===== src/rtl/oled_pkg.sv =====
// oled_pkg: shared types and register map for the OLED stream manager.
// Imported by the byte FIFO and the top-level slave.
package oled_pkg;

  localparam logic [2:0] REG_CTRL   = 3'd0;
  localparam logic [2:0] REG_STATUS = 3'd1;
  localparam logic [2:0] REG_TXDATA = 3'd2;
  localparam logic [2:0] REG_TXCMD  = 3'd3;
  localparam logic [2:0] REG_COLOUR = 3'd4;
  localparam logic [2:0] REG_FILL   = 3'd5;
  localparam logic [2:0] REG_FLUSH  = 3'd6;

  typedef struct packed {
    logic       dnc;
    logic [7:0] data;
  } fifo_entry_t;

  typedef enum logic [1:0] {
    IDLE,
    LOAD,
    LOW,
    HIGH
  } ser_state_t;

endpackage


===== src/rtl/oled_byte_fifo.sv =====
// oled_byte_fifo: synchronous FIFO of command/data bytes for the SPI link.
// Flush wins over push and pop; dout is the head entry, valid when !empty.
module oled_byte_fifo
  import oled_pkg::*;
#(
  parameter int FIFO_DEPTH = 16
) (
  input  logic                        clk,
  input  logic                        rst,
  input  logic                        push,
  input  logic                        pop,
  input  logic                        flush,
  input  fifo_entry_t                 din,
  output fifo_entry_t                 dout,
  output logic                        full,
  output logic                        empty,
  output logic [$clog2(FIFO_DEPTH):0] level
);

  localparam int AW = $clog2(FIFO_DEPTH);
  localparam logic [AW:0] FULL_CNT = FIFO_DEPTH[AW:0];

  logic [AW-1:0] wr_q, wr_d;
  logic [AW-1:0] rd_q, rd_d;
  logic [AW:0]   cnt_q, cnt_d;
  fifo_entry_t   mem_q [FIFO_DEPTH];
  fifo_entry_t   mem_d [FIFO_DEPTH];
  logic          do_push;
  logic          do_pop;

  assign full  = (cnt_q == FULL_CNT);
  assign empty = (cnt_q == '0);
  assign level = cnt_q;
  assign dout  = mem_q[rd_q];

  // Next pointer/count/storage values
  always_comb begin
    mem_d   = mem_q;
    wr_d    = wr_q;
    rd_d    = rd_q;
    cnt_d   = cnt_q;
    do_push = push & ~full & ~flush;
    do_pop  = pop & ~empty & ~flush;
    if (flush) begin
      wr_d  = '0;
      rd_d  = '0;
      cnt_d = '0;
    end else begin
      if (do_push) begin
        mem_d[wr_q] = din;
        wr_d        = wr_q + AW'(1);
      end
      if (do_pop) begin
        rd_d = rd_q + AW'(1);
      end
      case ({do_push, do_pop})
        2'b10:   cnt_d = cnt_q + (AW+1)'(1);
        2'b01:   cnt_d = cnt_q - (AW+1)'(1);
        default: cnt_d = cnt_q;
      endcase
    end
  end

  // Pointer and storage registers
  always_ff @(posedge clk) begin
    mem_q <= mem_d;
    if (rst) begin
      wr_q  <= '0;
      rd_q  <= '0;
      cnt_q <= '0;
    end else begin
      wr_q  <= wr_d;
      rd_q  <= rd_d;
      cnt_q <= cnt_d;
    end
  end

endmodule


===== src/rtl/oled_stream_manager.sv =====
// oled_stream_manager: AHB-Lite slave feeding a buffered 4-wire SPI OLED
// link with a programmable SCLK rate and a rectangle-fill engine.
module oled_stream_manager
  import oled_pkg::*;
#(
  parameter int FIFO_DEPTH = 16,
  parameter int DIV_WIDTH  = 8,
  parameter int FILL_WIDTH = 16
) (
  input  logic        HCLK,
  input  logic        HRESET,
  input  logic        HSEL,
  input  logic        HREADY,
  input  logic        HWRITE,
  input  logic [31:0] HADDR,
  input  logic [31:0] HWDATA,
  input  logic [2:0]  HSIZE,
  input  logic [1:0]  HTRANS,
  output logic [31:0] HRDATA,
  output logic        HREADYOUT,
  output logic        nCS,
  output logic        DnC,
  output logic        SDIN,
  output logic        SCLK
);

  localparam int LW = $clog2(FIFO_DEPTH) + 1;

  // Bus address phase
  logic       aph_valid_q, aph_valid_d;
  logic       aph_write_q, aph_write_d;
  logic [2:0] aph_idx_q, aph_idx_d;

  // Programmer-visible state
  logic                  enable_q, enable_d;
  logic [DIV_WIDTH-1:0]  div_q, div_d;
  logic [15:0]           colour_q, colour_d;
  logic                  overflow_q, overflow_d;
  logic                  fill_err_q, fill_err_d;
  logic                  fill_active_q, fill_active_d;
  logic                  fill_hi_q, fill_hi_d;
  logic [FILL_WIDTH-1:0] fill_cnt_q, fill_cnt_d;

  // Serializer
  ser_state_t           state_q, state_d;
  logic [2:0]           bit_q, bit_d;
  logic [DIV_WIDTH-1:0] phase_q, phase_d;
  logic [DIV_WIDTH-1:0] div_lat_q, div_lat_d;
  logic [7:0]           shift_q, shift_d;
  logic                 ncs_q, ncs_d;
  logic                 dnc_q, dnc_d;
  logic                 sdin_q, sdin_d;
  logic                 sclk_q, sclk_d;

  // Decode and FIFO glue
  logic                  wr_en, rd_en;
  logic                  wr_ctrl, wr_status, wr_txdata, wr_txcmd;
  logic                  wr_colour, wr_fill, wr_flush;
  logic                  ahb_push, fill_push, flush;
  logic                  fifo_push, ser_pop, do_load, start;
  logic                  fifo_full, fifo_empty;
  logic [LW-1:0]         fifo_level;
  fifo_entry_t           fifo_din, fifo_dout;
  logic [FILL_WIDTH-1:0] fill_n;
  logic                  busy;
  logic                  unused_ok;

  assign unused_ok = ^{HSIZE, HADDR[31:5], HADDR[1:0], HWDATA};

  assign wr_en     = aph_valid_q & aph_write_q;
  assign rd_en     = aph_valid_q & ~aph_write_q;
  assign wr_ctrl   = wr_en & (aph_idx_q == REG_CTRL);
  assign wr_status = wr_en & (aph_idx_q == REG_STATUS);
  assign wr_txdata = wr_en & (aph_idx_q == REG_TXDATA);
  assign wr_txcmd  = wr_en & (aph_idx_q == REG_TXCMD);
  assign wr_colour = wr_en & (aph_idx_q == REG_COLOUR);
  assign wr_fill   = wr_en & (aph_idx_q == REG_FILL);
  assign wr_flush  = wr_en & (aph_idx_q == REG_FLUSH);

  assign fill_n    = HWDATA[FILL_WIDTH-1:0];
  assign ahb_push  = wr_txdata | wr_txcmd;
  assign flush     = wr_flush & HWDATA[0];
  assign fill_push = fill_active_q & ~ahb_push & ~fifo_full & ~flush;
  assign fifo_push = (ahb_push & ~fifo_full) | fill_push;
  assign busy      = (state_q != IDLE) | ~fifo_empty;

  assign HREADYOUT = 1'b1;
  assign nCS       = ncs_q;
  assign DnC       = dnc_q;
  assign SDIN      = sdin_q;
  assign SCLK      = sclk_q;

  oled_byte_fifo #(
    .FIFO_DEPTH(FIFO_DEPTH)
  ) u_fifo (
    .clk  (HCLK),
    .rst  (HRESET),
    .push (fifo_push),
    .pop  (ser_pop),
    .flush(flush),
    .din  (fifo_din),
    .dout (fifo_dout),
    .full (fifo_full),
    .empty(fifo_empty),
    .level(fifo_level)
  );

  // Capture the address phase; an idle or deselected cycle clears it
  always_comb begin
    aph_valid_d = HSEL & HREADY & (HTRANS != 2'b00);
    aph_write_d = HWRITE;
    aph_idx_d   = HADDR[4:2];
  end

  // Register writes, sticky flags and the fill engine
  always_comb begin
    enable_d      = enable_q;
    div_d         = div_q;
    colour_d      = colour_q;
    overflow_d    = overflow_q;
    fill_err_d    = fill_err_q;
    fill_active_d = fill_active_q;
    fill_hi_d     = fill_hi_q;
    fill_cnt_d    = fill_cnt_q;
    fifo_din.dnc  = 1'b1;
    fifo_din.data = fill_hi_q ? colour_q[15:8] : colour_q[7:0];
    if (ahb_push) begin
      fifo_din.dnc  = wr_txdata;
      fifo_din.data = HWDATA[7:0];
    end
    if (wr_ctrl) begin
      enable_d = HWDATA[0];
      div_d    = HWDATA[8 +: DIV_WIDTH];
    end
    if (wr_colour) begin
      colour_d = HWDATA[15:0];
    end
    if (ahb_push & fifo_full) begin
      overflow_d = 1'b1;
    end
    if (wr_status & HWDATA[4]) begin
      overflow_d = 1'b0;
    end
    if (fill_push) begin
      if (fill_hi_q) begin
        fill_hi_d = 1'b0;
      end else begin
        fill_hi_d  = 1'b1;
        fill_cnt_d = fill_cnt_q - FILL_WIDTH'(1);
        if (fill_cnt_q == FILL_WIDTH'(1)) begin
          fill_active_d = 1'b0;
        end
      end
    end
    if (wr_fill) begin
      if (fill_active_q) begin
        fill_err_d = 1'b1;
      end else if (fill_n != '0) begin
        fill_active_d = 1'b1;
        fill_hi_d     = 1'b1;
        fill_cnt_d    = fill_n;
      end
    end
    if (wr_status & HWDATA[5]) begin
      fill_err_d = 1'b0;
    end
    if (flush) begin
      fill_active_d = 1'b0;
    end
  end

  // Serializer next state and registered pin values
  always_comb begin
    state_d   = state_q;
    bit_d     = bit_q;
    phase_d   = phase_q;
    div_lat_d = div_lat_q;
    shift_d   = shift_q;
    ncs_d     = ncs_q;
    dnc_d     = dnc_q;
    sdin_d    = sdin_q;
    sclk_d    = sclk_q;
    do_load   = 1'b0;
    start     = enable_q & ~fifo_empty;
    unique case (state_q)
      IDLE: begin
        do_load = start;
      end
      LOAD: begin
        state_d = LOW;
        phase_d = '0;
      end
      LOW: begin
        if (phase_q == div_lat_q) begin
          phase_d = '0;
          sclk_d  = 1'b1;
          state_d = HIGH;
        end else begin
          phase_d = phase_q + DIV_WIDTH'(1);
        end
      end
      HIGH: begin
        if (phase_q == div_lat_q) begin
          phase_d = '0;
          sclk_d  = 1'b0;
          if (bit_q != 3'd7) begin
            bit_d   = bit_q + 3'd1;
            shift_d = {shift_q[6:0], 1'b0};
            sdin_d  = shift_q[6];
            state_d = LOW;
          end else if (start) begin
            do_load = 1'b1;
          end else begin
            state_d = IDLE;
            ncs_d   = 1'b1;
            sdin_d  = 1'b0;
          end
        end else begin
          phase_d = phase_q + DIV_WIDTH'(1);
        end
      end
    endcase
    ser_pop = do_load;
    if (do_load) begin
      state_d   = LOAD;
      shift_d   = fifo_dout.data;
      dnc_d     = fifo_dout.dnc;
      sdin_d    = fifo_dout.data[7];
      ncs_d     = 1'b0;
      sclk_d    = 1'b0;
      bit_d     = '0;
      phase_d   = '0;
      div_lat_d = div_q;
    end
  end

  // Read mux for the data phase of a read
  always_comb begin
    HRDATA = '0;
    if (rd_en) begin
      case (aph_idx_q)
        REG_CTRL: begin
          HRDATA[0]              = enable_q;
          HRDATA[8 +: DIV_WIDTH] = div_q;
        end
        REG_STATUS: begin
          HRDATA[0]       = busy;
          HRDATA[1]       = fifo_full;
          HRDATA[2]       = fifo_empty;
          HRDATA[3]       = fill_active_q;
          HRDATA[4]       = overflow_q;
          HRDATA[5]       = fill_err_q;
          HRDATA[16 +: LW] = fifo_level;
        end
        REG_COLOUR: begin
          HRDATA[15:0] = colour_q;
        end
        default: HRDATA = '0;
      endcase
    end
  end

  // Bus-side registers
  always_ff @(posedge HCLK) begin
    if (HRESET) begin
      aph_valid_q   <= 1'b0;
      aph_write_q   <= 1'b0;
      aph_idx_q     <= '0;
      enable_q      <= 1'b0;
      div_q         <= '0;
      colour_q      <= '0;
      overflow_q    <= 1'b0;
      fill_err_q    <= 1'b0;
      fill_active_q <= 1'b0;
      fill_hi_q     <= 1'b0;
      fill_cnt_q    <= '0;
    end else begin
      aph_valid_q   <= aph_valid_d;
      aph_write_q   <= aph_write_d;
      aph_idx_q     <= aph_idx_d;
      enable_q      <= enable_d;
      div_q         <= div_d;
      colour_q      <= colour_d;
      overflow_q    <= overflow_d;
      fill_err_q    <= fill_err_d;
      fill_active_q <= fill_active_d;
      fill_hi_q     <= fill_hi_d;
      fill_cnt_q    <= fill_cnt_d;
    end
  end

  // Serializer state register and output pins
  always_ff @(posedge HCLK) begin
    if (HRESET) begin
      state_q   <= IDLE;
      bit_q     <= '0;
      phase_q   <= '0;
      div_lat_q <= '0;
      shift_q   <= '0;
      ncs_q     <= 1'b1;
      dnc_q     <= 1'b0;
      sdin_q    <= 1'b0;
      sclk_q    <= 1'b0;
    end else begin
      state_q   <= state_d;
      bit_q     <= bit_d;
      phase_q   <= phase_d;
      div_lat_q <= div_lat_d;
      shift_q   <= shift_d;
      ncs_q     <= ncs_d;
      dnc_q     <= dnc_d;
      sdin_q    <= sdin_d;
      sclk_q    <= sclk_d;
    end
  end

endmodule

===== config.mk =====
export PLATFORM = sky130hd
export DESIGN_NAME = oled_stream_manager
export DESIGN_NICKNAME = d
export VERILOG_FILES = /design/src/rtl/oled_pkg.sv /design/src/rtl/oled_byte_fifo.sv /design/src/rtl/oled_stream_manager.sv
export SDC_FILE = /design/constraint.sdc
export NUM_CORES = 1
export LEC_CHECK = 0
export CORE_MARGIN = 4
export CORE_UTILIZATION = 53
export CTS_BUF_LIST = sky130_fd_sc_hd__clkbuf_2 sky130_fd_sc_hd__clkbuf_4 sky130_fd_sc_hd__clkbuf_8
export CTS_CLUSTER_SIZE = 40
export DETAILED_ROUTE_END_ITERATION = 8
export PLACE_DENSITY = 0.82
export SLEW_MARGIN = 25
export SYNTH_ARGS = -nofsm -noshare
export SYNTH_HDL_FRONTEND = slang
export SYNTH_SLANG_ARGS = --single-unit

===== constraint.sdc =====
create_clock -name HCLK -period 3.08 [get_ports HCLK]
set_input_delay 0.462 -clock HCLK [delete_from_list [all_inputs] [get_ports HCLK]]
set_output_delay 0.462 -clock HCLK [all_outputs]
set_load 0.03 [all_outputs]

==> impl_metrics.csv, run 1 <==
group,metric,value,unit
timing,fin_crit_sh,95.5,%
worst_setup_path,worstSetupStartpointType,"register",
drt,wl_met1,10.4,mm
logic_synthesis,yosysWarnings,0,
finish,finish.instance_area,12500,um2
finish,regArea,6230,um2
drt,wl_met2,12.7,mm
finish,drive_gt1_share,19.0,%
drt,drt-initial-drc-count,783,
grt,antenna_found_initial,0,
drt,vias,7614,
clock_tree,cts_hold_buffers,0,
timing,worst_slew_margin_rel,46.2,%
finish,diodes,0,
timing,fin_crit,2.94,ns
floorplanning,pin_count,111,
logic_synthesis,synth_edf_count,144,
placed_design,gp_congestion,0.910,
timing,tightest_slew,0.807,ns
clock_tree,tritoncts.num_buffers,39,
pwr,p_leak,4.42,nW
worst_setup_path,required,2.62,ns
finish,multi_input_area,4210,um2
outcome,status,"finished, final reports clean",
grt,grt_start_max_net_pins,70,
logic_synthesis,synth.most_common_cell,"edfxtp_1",
floorplanning,die_h,151,um
worst_setup_path,crit_fanout,9,
grt,gr-usage-all-layers,23.1,%
logic_synthesis,yosys.area.top_type_share,40.1,%
clock_tree,cts_tree,"built",
logic_synthesis,synth.avg_cell_area,12.2,um2
pwr,peakVddDrop,553,uV
worst_setup_path,slowest_delay,0.72,ns
worst_setup_path,arrival,2.48,ns
pwr,seqPwrFrac,53.9,%
clock_tree,htreeDepth,2,
worst_setup_path,cpMaxStageDelayCell,"clkdlybuf4s50_1",
grt,gr-total-overflow,0,
pwr,p_sw,1.47,mW
logic_synthesis,yosysUniqueCellTypes,66,
finish,fillers,1446,
timing,clock_skew,0.0373,ns
clock_tree,insertion_delay,0.55,ns
pwr,swShare,23.4,%
worst_setup_path,critical_path_class,"reg2out",
logic_synthesis,async_flop_share,0,%
drt,drtPass1Iterations,6,
timing,finalSetupViolCount,0,
logic_synthesis,ys_seq_elements,239,
finish,nNetsFinal,1080,
clock_tree,cts.sinks,239,
finish,final_util,63.6,%
floorplanning,num_rows,51,
drt,viasPerCell,5.97,
placed_design,portBuffers,50,
finish,area_growth,16.4,%
floorplanning,die-area,22700,um2
timing,tns,0,ns
floorplanning,dieWidth,151,um
clock_tree,cts_buffer_depth,3,
clock_tree,cts.clk_slew.worst_paths,0.06,ns
logic_synthesis,yosysTopAreaCell,"edfxtp_1",
timing,fmax,340,MHz
timing,slew_viol_final,0,
flow_run,drv_cap,0,
pwr,power_frac_comb,5.2,%
grt,grt_pass1_wl,40.6,mm
logic_synthesis,syn_inst,881,
logic_synthesis,ys_top_cells_by_count,"edfxtp_1, nor2_1, dfxtp_1",
worst_setup_path,crit_chain,"or3b_2 -> buf_4 -> nor2_1 -> clkdlybuf4s50_1",
drt,ant_nets,0,
logic_synthesis,synth_area,10800,um2
logic_synthesis,ys_seq_area_share,57.8,%
grt,grt_pass1_vias,7520,
placed_design,postPlaceCellArea,11800,um2
clock_tree,cts-root-buf,"clkbuf_8",
worst_setup_path,cp_top_family,"buffers and inverters",
drt,wl,25.6,mm
worst_setup_path,worst-path-buf-inv,2,
drt,avgRoutedWirePerCell,20.0,um
floorplanning,fp.coreArea,19700,um2
placed_design,dpl.hpwl,17.1,mm
logic_synthesis,ys_top_cells_by_area,"edfxtp_1, dfxtp_1, mux4_2",
drt,drc,0,
pwr,power.density,501,nW/um2
pwr,finalPower,6.28,mW
timing,hold_viol_final,0,
drt,dr_wl_met3,1.88,mm
worst_hold_path,hp-class,"in2reg",
worst_setup_path,crit_path_end_kind,"output port",
pwr,internal-power,4.81,mW
floorplanning,start_util,54.6,%
logic_synthesis,synth-main-ff-cell,"edfxtp_1",
pwr,power.share.clock,40.9,%
drt,top_layer,"met4",
timing,grt_setup_unrepaired,"no",
clock_tree,postCtsSetupRepairBufs,0,
timing repair:
item,CTS,global route
gates resized for setup,13,8
endpoints found under the setup margin,13,7
pin swaps,0,1
cloned,0,0
metal layers:
layer,track usage (%),vias to the layer above
met5,0,-
met4,6.66,0
met3,3.40,46
met2,38.7,328
met1,31.6,3736
li1,-,3504
worst reg2reg max path: stages (launching register included):
cell and delay (ns):
dfxtp_1 0.30, or4_1 0.61, buf_4 0.19, o22ai_1 0.19, nor2_1 0.09, inv_1 0.06
ha_2 0.22, ha_1 0.28, a21o_1 0.19, a21oi_1 0.16, xor2_1 0.09, or3_1 0.31
a21oi_1 0.13
logic make-up after synthesis:
kind of cell / after synthesis / synth area share, %
AND/OR/NAND/NOR: 284 / 12.8
flip-flops: 239 / 57.8
AO/OA/AOI/OAI: 146 / 8.64
multiplexers: 80 / 12.2
buffers and inverters: 80 / 3.66
XOR/XNOR: 30 / 2.44
adder cells (fa/ha/maj): 20 / 2.39
other: 2 / 0.0697
placed cells by master, fill, tap and decap left out, types with 18 or more instances in the layout:
cell and n:
clkdlybuf4s50_1 32, nand3_1 23, clkbuf_8 39, buf_4 68, mux2i_1 37, mux4_2 41
nand2_1 55, a21oi_1 53, xnor2_1 21, edfxtp_1 144, nor2_1 105, ha_1 18
o21ai_0 19, dfxtp_1 94
layout make-up:
cell class              instances  share of cell area [%]
multi-input cells             572                    33.6
inverters                      16                   0.479
flip-flops and latches        239                    49.7
clock buffers                  50                    4.94
repair buffers                118                    7.98
well taps                     265                    2.64
clock inverters                15                   0.709
flip-flops by register name, summed over array words and instances (netlist names), 2 cells and up:
| signal | flops |
|---|---|
| bit_q | 3 |
| colour_q | 16 |
| div_lat_q | 8 |
| fill_cnt_q | 16 |
| phase_q | 8 |
| u_fifo.mem_q | 144 |
| state_q | 2 |
| div_q | 8 |
| u_fifo.level | 5 |
| shift_q | 7 |
| aph_idx_q | 3 |
| u_fifo.wr_q | 4 |
| u_fifo.rd_q | 4 |
power by group through the flow:
stage	clock [mW]	sequential, mW	combinational, mW
2_1_floorplan	0	3.45	0.202
3_3_place_gp	0	3.45	0.311
3_5_place_dp	0	3.45	0.315
4_1_cts	2.61	3.38	0.317
5_1_grt	2.77	3.39	0.352
6_report	2.56	3.39	0.327
through the flow:
step                instances  worst slack, ns  hold slack, ns
global route             1275          0.00802           0.382
floorplan                 891           0.0196           0.444
finish                   1275            0.137           0.377
detailed placement       1210           0.0404           0.461
global placement         1210           0.0570           0.456
CTS                      1275          0.00110           0.347
path summary, 6_finish.rpt:
path | from | end | slack (ns) | cells after the start
min | HRESET | nCS | 0.38 | 3
max reg2reg | u_fifo.level[0] | u_fifo.level[4] | 0.18 | 12
max | aph_valid_q | HRDATA[3] | 0.14 | 4
min reg2reg | colour_q[6] | colour_q[6] | 0.47 | 2
No activity file was read; power rests on OpenSTA's default activity.
==> run 2: changes to the inputs <==
--- a/config.mk
+++ b/config.mk
@@ -5,11 +5,11 @@
 export SDC_FILE = /design/constraint.sdc
 export NUM_CORES = 1
 export LEC_CHECK = 0
-export CORE_MARGIN = 4
 export CORE_UTILIZATION = 53
 export CTS_BUF_LIST = sky130_fd_sc_hd__clkbuf_2 sky130_fd_sc_hd__clkbuf_4 sky130_fd_sc_hd__clkbuf_8
 export CTS_CLUSTER_SIZE = 40
 export DETAILED_ROUTE_END_ITERATION = 8
+export MAX_ROUTING_LAYER = met4
 export PLACE_DENSITY = 0.82
 export SLEW_MARGIN = 25
 export SYNTH_ARGS = -nofsm -noshare
==> impl_metrics.csv, run 2 (synthesis gave the netlist of run 1 again) <==
group,metric,value,unit
outcome,status,"finished, final reports clean",
timing,grt_setup_unrepaired,"yes",
clock_tree,cts_buffer_depth,3,
floorplanning,fp.coreArea,19700,um2
floorplanning,die_h,145,um
pwr,p_leak,4.44,nW
finish,nNetsFinal,1077,
worst_setup_path,crit_path_end_kind,"output port",
floorplanning,num_rows,51,
timing,timing.hold.ws,0.363,ns
placed_design,dpl.hpwl,16.9,mm
timing,finalSetupViolCount,0,
grt,gr-usage-all-layers,25.7,%
grt,grt_pass1_wl,39.1,mm
grt,grt_most_used_layer,"met2",
placed_design,postPlaceCellArea,11800,um2
timing,worst_slew_margin_rel,45.1,%
finish,largest_reg_flops,144,
finish,fillers,1486,
finish,drive_gt1_share,19.5,%
timing,clock_skew,0.0375,ns
clock_tree,cts.clk_slew.worst_paths,0.06,ns
worst_setup_path,required,2.62,ns
finish,fin_cells,1275,
drt,viasPerCell,6.02,
drt,ant_nets,0,
clock_tree,cts_tree,"built",
grt,grt_pass1_vias,7390,
finish,top_register,"u_fifo.mem_q",
flow_run,drv_cap,0,
placed_design,portBuffers,50,
finish,finish.instance_area,12600,um2
floorplanning,die-area,20900,um2
grt,use_met3,4.40,%
grt,use_met2,41.8,%
drt,drt-initial-drc-count,732,
clock_tree,cts-root-buf,"clkbuf_8",
pwr,power.density,512,nW/um2
grt,met1_usage,32.7,%
finish,diodes,0,
timing,tightest_slew,0.824,ns
timing,fmax,329,MHz
timing,hold_viol_final,0,
pwr,peakVddDrop,513,uV
finish,area_growth,16.9,%
drt,vias,7674,
floorplanning,dieWidth,145,um
clock_tree,insertion_delay,0.57,ns
timing,fin_crit,3.04,ns
timing,slew_viol_final,0,
finish,layout_commonest_cell,"edfxtp_1",
clock_tree,tritoncts.num_buffers,39,
clock_tree,cts.sinks,239,
drt,wl,25.2,mm
placed_design,dp.cells,1206,
floorplanning,pin_count,111,
clock_tree,htreeDepth,2,
finish,layout_common_cells,"edfxtp_1, nor2_1, dfxtp_1, buf_4, nand2_1",
timing,tns,0,ns
worst_setup_path,critical_path_class,"reg2out",
grt,grt_start_max_net_pins,70,
finish,reg_top3,"u_fifo.mem_q: 144 flops, colour_q: 16 flops, fill_cnt_q: 16 flops",
placed_design,gp_congestion,0.888,
drt,drc,0,
worst_setup_path,worstSetupStartpointType,"register",
grt,antenna_found_initial,0,
drt,drtPass1Iterations,6,
worst_hold_path,hp-class,"in2reg",
worst_setup_path,crit_fanout,3,
drt,avgRoutedWirePerCell,19.8,um
timing,fin_crit_sh,98.6,%
grt,gr-total-overflow,0,
worst_setup_path,arrival,2.57,ns
floorplanning,start_util,54.6,%
==> run 2: report_power, final <==
group          internal, mW  switching [mW]  total (mW)
logic                 0.110           0.219       0.328
registers              3.37          0.0148        3.39
clock network          1.49            1.25        2.74
==> run 2: final timing paths <==
check                       start               to  slack, ns  cells past startpoint
setup / recovery  u_fifo.level[0]        HRDATA[2]       0.04                      6
hold / removal             HRESET              nCS       0.36                      3
setup reg to reg       phase_q[2]  u_fifo.level[4]       0.08                     12
hold reg to reg       colour_q[6]      colour_q[6]       0.47                      2
==> run 2: critical path, cell delays in order (launching register included) <==
cell	delay (ns)
dfxtp_1	0.32
or4_4	0.57
buf_4	0.17
nor2_1	0.20
a22oi_1	0.10
nor2_1	0.21
dlygate4sd2_1	0.43
==> run 2: layout make-up <==
cell class	count	area, um2	area share (%)
timing repair buffer	115	991	7.87
tap	265	332	2.63
multi-input combinational	572	4220	33.5
sequential	239	6230	49.4
clock buffer	54	662	5.25
clock inverter	14	105	0.834
inverter	16	60.1	0.477
==> run 2: metal layers <==
metal	part of all wire [%]	vias up
met2	49	346
met4	2.7	0
met3	6.9	62
met5	0	-
met1	42	3775
li1	-	3491
==> run 2: what timing repair did <==
item	in CTS	in global routing
resized for setup	13	7
pin swaps	0	1
gates cloned	0	0
endpoints found under the setup margin	13	5
hold buffers	0	0
setup buffers	0	1
==> run 2: through the flow <==
step	setup WS (ns)	total power, mW	utilization [%]
2_1_floorplan	0.0196	3.65	-
3_3_place_gp	0.0235	3.76	59.9
3_5_place_dp	-0.140	3.77	59.9
4_1_cts	0.0158	6.49	63.7
5_1_grt	-0.0495	6.66	63.9
6_report	0.0430	6.45	63.9
==> run 3: changes to the inputs <==
--- a/config.mk
+++ b/config.mk
@@ -5,12 +5,12 @@
 export SDC_FILE = /design/constraint.sdc
 export NUM_CORES = 1
 export LEC_CHECK = 0
-export CORE_UTILIZATION = 53
+export CORE_UTILIZATION = 45
 export CTS_BUF_LIST = sky130_fd_sc_hd__clkbuf_2 sky130_fd_sc_hd__clkbuf_4 sky130_fd_sc_hd__clkbuf_8
 export CTS_CLUSTER_SIZE = 40
 export DETAILED_ROUTE_END_ITERATION = 8
 export MAX_ROUTING_LAYER = met4
-export PLACE_DENSITY = 0.82
+export PLACE_DENSITY = 0.72
 export SLEW_MARGIN = 25
 export SYNTH_ARGS = -nofsm -noshare
 export SYNTH_HDL_FRONTEND = slang
==> impl_metrics.csv, run 3 (synthesis gave the netlist of run 1 again) <==
group,metric,value,unit
outcome,status,"finished, final reports clean",
worst_hold_path,hp-class,"in2reg",
drt,ant_nets,0,
grt,gr-usage-all-layers,22.2,%
drt,drc,0,
pwr,internal-power,5.27,mW
worst_setup_path,critical_path_class,"reg2out",
pwr,p_leak,4.55,nW
clock_tree,insertion_delay,0.55,ns
worst_setup_path,crit_fanout,4,
drt,avgRoutedWirePerCell,19.1,um
pwr,finalPower,6.78,mW
worst_setup_path,crit_path_end_kind,"output port",
worst_setup_path,arrival,2.50,ns
clock_tree,cts.clk_slew.worst_paths,0.06,ns
floorplanning,die_h,157,um
floorplanning,dieWidth,157,um
clock_tree,cts.sinks,239,
drt,drtPass1Iterations,5,
pwr,peakVddDrop,376,uV
finish,nNetsFinal,1080,
floorplanning,start_util,45.9,%
worst_setup_path,required,2.62,ns
finish,area_growth,18.8,%
timing,tightest_slew,0.978,ns
drt,drt-initial-drc-count,708,
grt,gr-total-overflow,0,
clock_tree,cts_tree,"built",
timing,worst_slew_margin_rel,34.6,%
pwr,p_sw,1.52,mW
finish,reg_top3,"u_fifo.mem_q: 144 flops, colour_q: 16 flops, fill_cnt_q: 16 flops",
drt,vias,7510,
timing,fmax,338,MHz
timing,clock_skew,0.0312,ns
clock_tree,htreeDepth,2,
floorplanning,num_rows,56,
timing,finalSetupViolCount,0,
placed_design,postPlaceCellArea,11900,um2
clock_tree,postCtsSetupRepairBufs,0,
grt,grt_pass1_wl,40.4,mm
grt,grt_start_max_net_pins,70,
clock_tree,cts-root-buf,"clkbuf_8",
floorplanning,pin_count,111,
flow_run,drv_cap,0,
floorplanning,die-area,24600,um2
timing,fin_crit_sh,96.2,%
pwr,power.share.clock,45.3,%
grt,grt_pass1_vias,7431,
timing,slew_viol_final,0,
finish,drive_gt1_share,19.8,%
floorplanning,fp.coreArea,23500,um2
drt,viasPerCell,5.63,
worst_setup_path,cpMaxStageDelayCell,"or4_1",
placed_design,gp_congestion,0.917,
worst_setup_path,crit_chain,"or4_1 -> buf_4 -> nor2_2 -> a311o_1 -> a21oi_1 -> dlygate4sd2_1",
finish,largest_reg_flops,144,
finish,diodes,0,
finish,top_register,"u_fifo.mem_q",
grt,antenna_found_initial,0,
timing,hold_viol_final,0,
placed_design,portBuffers,50,
drt,wl,25.5,mm
finish,finish.instance_area,12800,um2
clock_tree,cts_buffer_depth,3,
finish,layout_common_cells,"edfxtp_1, nor2_1, dfxtp_1, buf_4, nand2_1",
pwr,swShare,22.4,%
pwr,power_frac_comb,4.8,%
pwr,power.density,530,nW/um2
worst_setup_path,worstSetupStartpointType,"register",
worst_setup_path,reg2reg_slack,0.16,ns
timing,grt_setup_unrepaired,"no",
clock_tree,tritoncts.num_buffers,40,
placed_design,dpl.hpwl,17.2,mm
timing,fin_crit,2.96,ns
timing,tns,0,ns
worst_hold_path,hold_path_depth,3,
worst_setup_path,reg2regPathDepth,12,
finish,layout_commonest_cell,"edfxtp_1",
pwr,seqPwrFrac,49.9,%
worst_setup_path,slowest_delay,0.61,ns
==> run 3: changes by cell type in the layout (fill, tap and decap cells not counted), moves of 2 or more <==
cell	change
clkbuf_8	+2
dlymetal6s2s_1	+3
dlygate4sd2_1	-3
bufinv_16	+3
clkinv_2	+2
clkbuf_4	-2
==> run 3: power by group through the flow <==
stage / Clock, mW / Sequential [mW] / Combinational [mW]
2_1_floorplan: 0 / 3.45 / 0.202
3_3_place_gp: 0 / 3.45 / 0.320
3_5_place_dp: 0 / 3.45 / 0.321
4_1_cts: 3.15 / 3.39 / 0.322
5_1_grt: 3.27 / 3.38 / 0.354
6_report: 3.07 / 3.39 / 0.326
==> run 3: routing by layer <==
metal  global-route usage (%)  up-vias  wire [um]  part of all wire [%]
li1                         -     3504          -                     -
met1                     28.3     3689      10900                    43
met2                     36.3      264      12500                    49
met3                     3.18       53       1410                   5.5
met4                     7.47        0        637                   2.5
met5                        -        -          0                     0
==> run 3: layout make-up <==
cell class                      count  area (um2)
Timing Repair Buffer              117        1030
Fill cell                        2001       10700
Sequential cell                   239        6230
Multi-Input combinational cell    572        4200
Inverter                           16        60.1
Clock inverter                     18         205
Tap cell                          319         399
Clock buffer                       54         674
==> run 3: worst max-delay path: cells and delay by family (launching register included) <==
family,cells,cell delay [ns]
DFF,1,0.31
and+or+nand+nor,2,0.78
AOI/OAI and AO/OA,2,0.30
buffers and inverters,2,0.57
==> run 3: per-stage QoR <==
step / util [%] / worst slack (ns) / cells / hold slack, ns
floorplan: - / 0.0196 / 891 / 0.444
finish: 54.5 / 0.118 / 1335 / 0.368
CTS: 54.4 / 0.000653 / 1335 / 0.349
global route: 54.5 / 0.00871 / 1335 / 0.359
global placement: 50.7 / 0.0372 / 1263 / 0.455
detailed placement: 50.7 / 0.0275 / 1263 / 0.460
==> run 3: what timing repair did <==
action,in CTS,in global routing
setup endpoints to repair,9,8
gates resized for setup,10,8
hold buffers,0,0
==> run 3: worst paths after layout <==
check,startpoint,to
setup / recovery,u_fifo.level[0],HRDATA[0]
hold / removal,HRESET,nCS
setup reg to reg,u_fifo.level[0],u_fifo.level[4]
hold reg to reg,colour_q[7],colour_q[7]
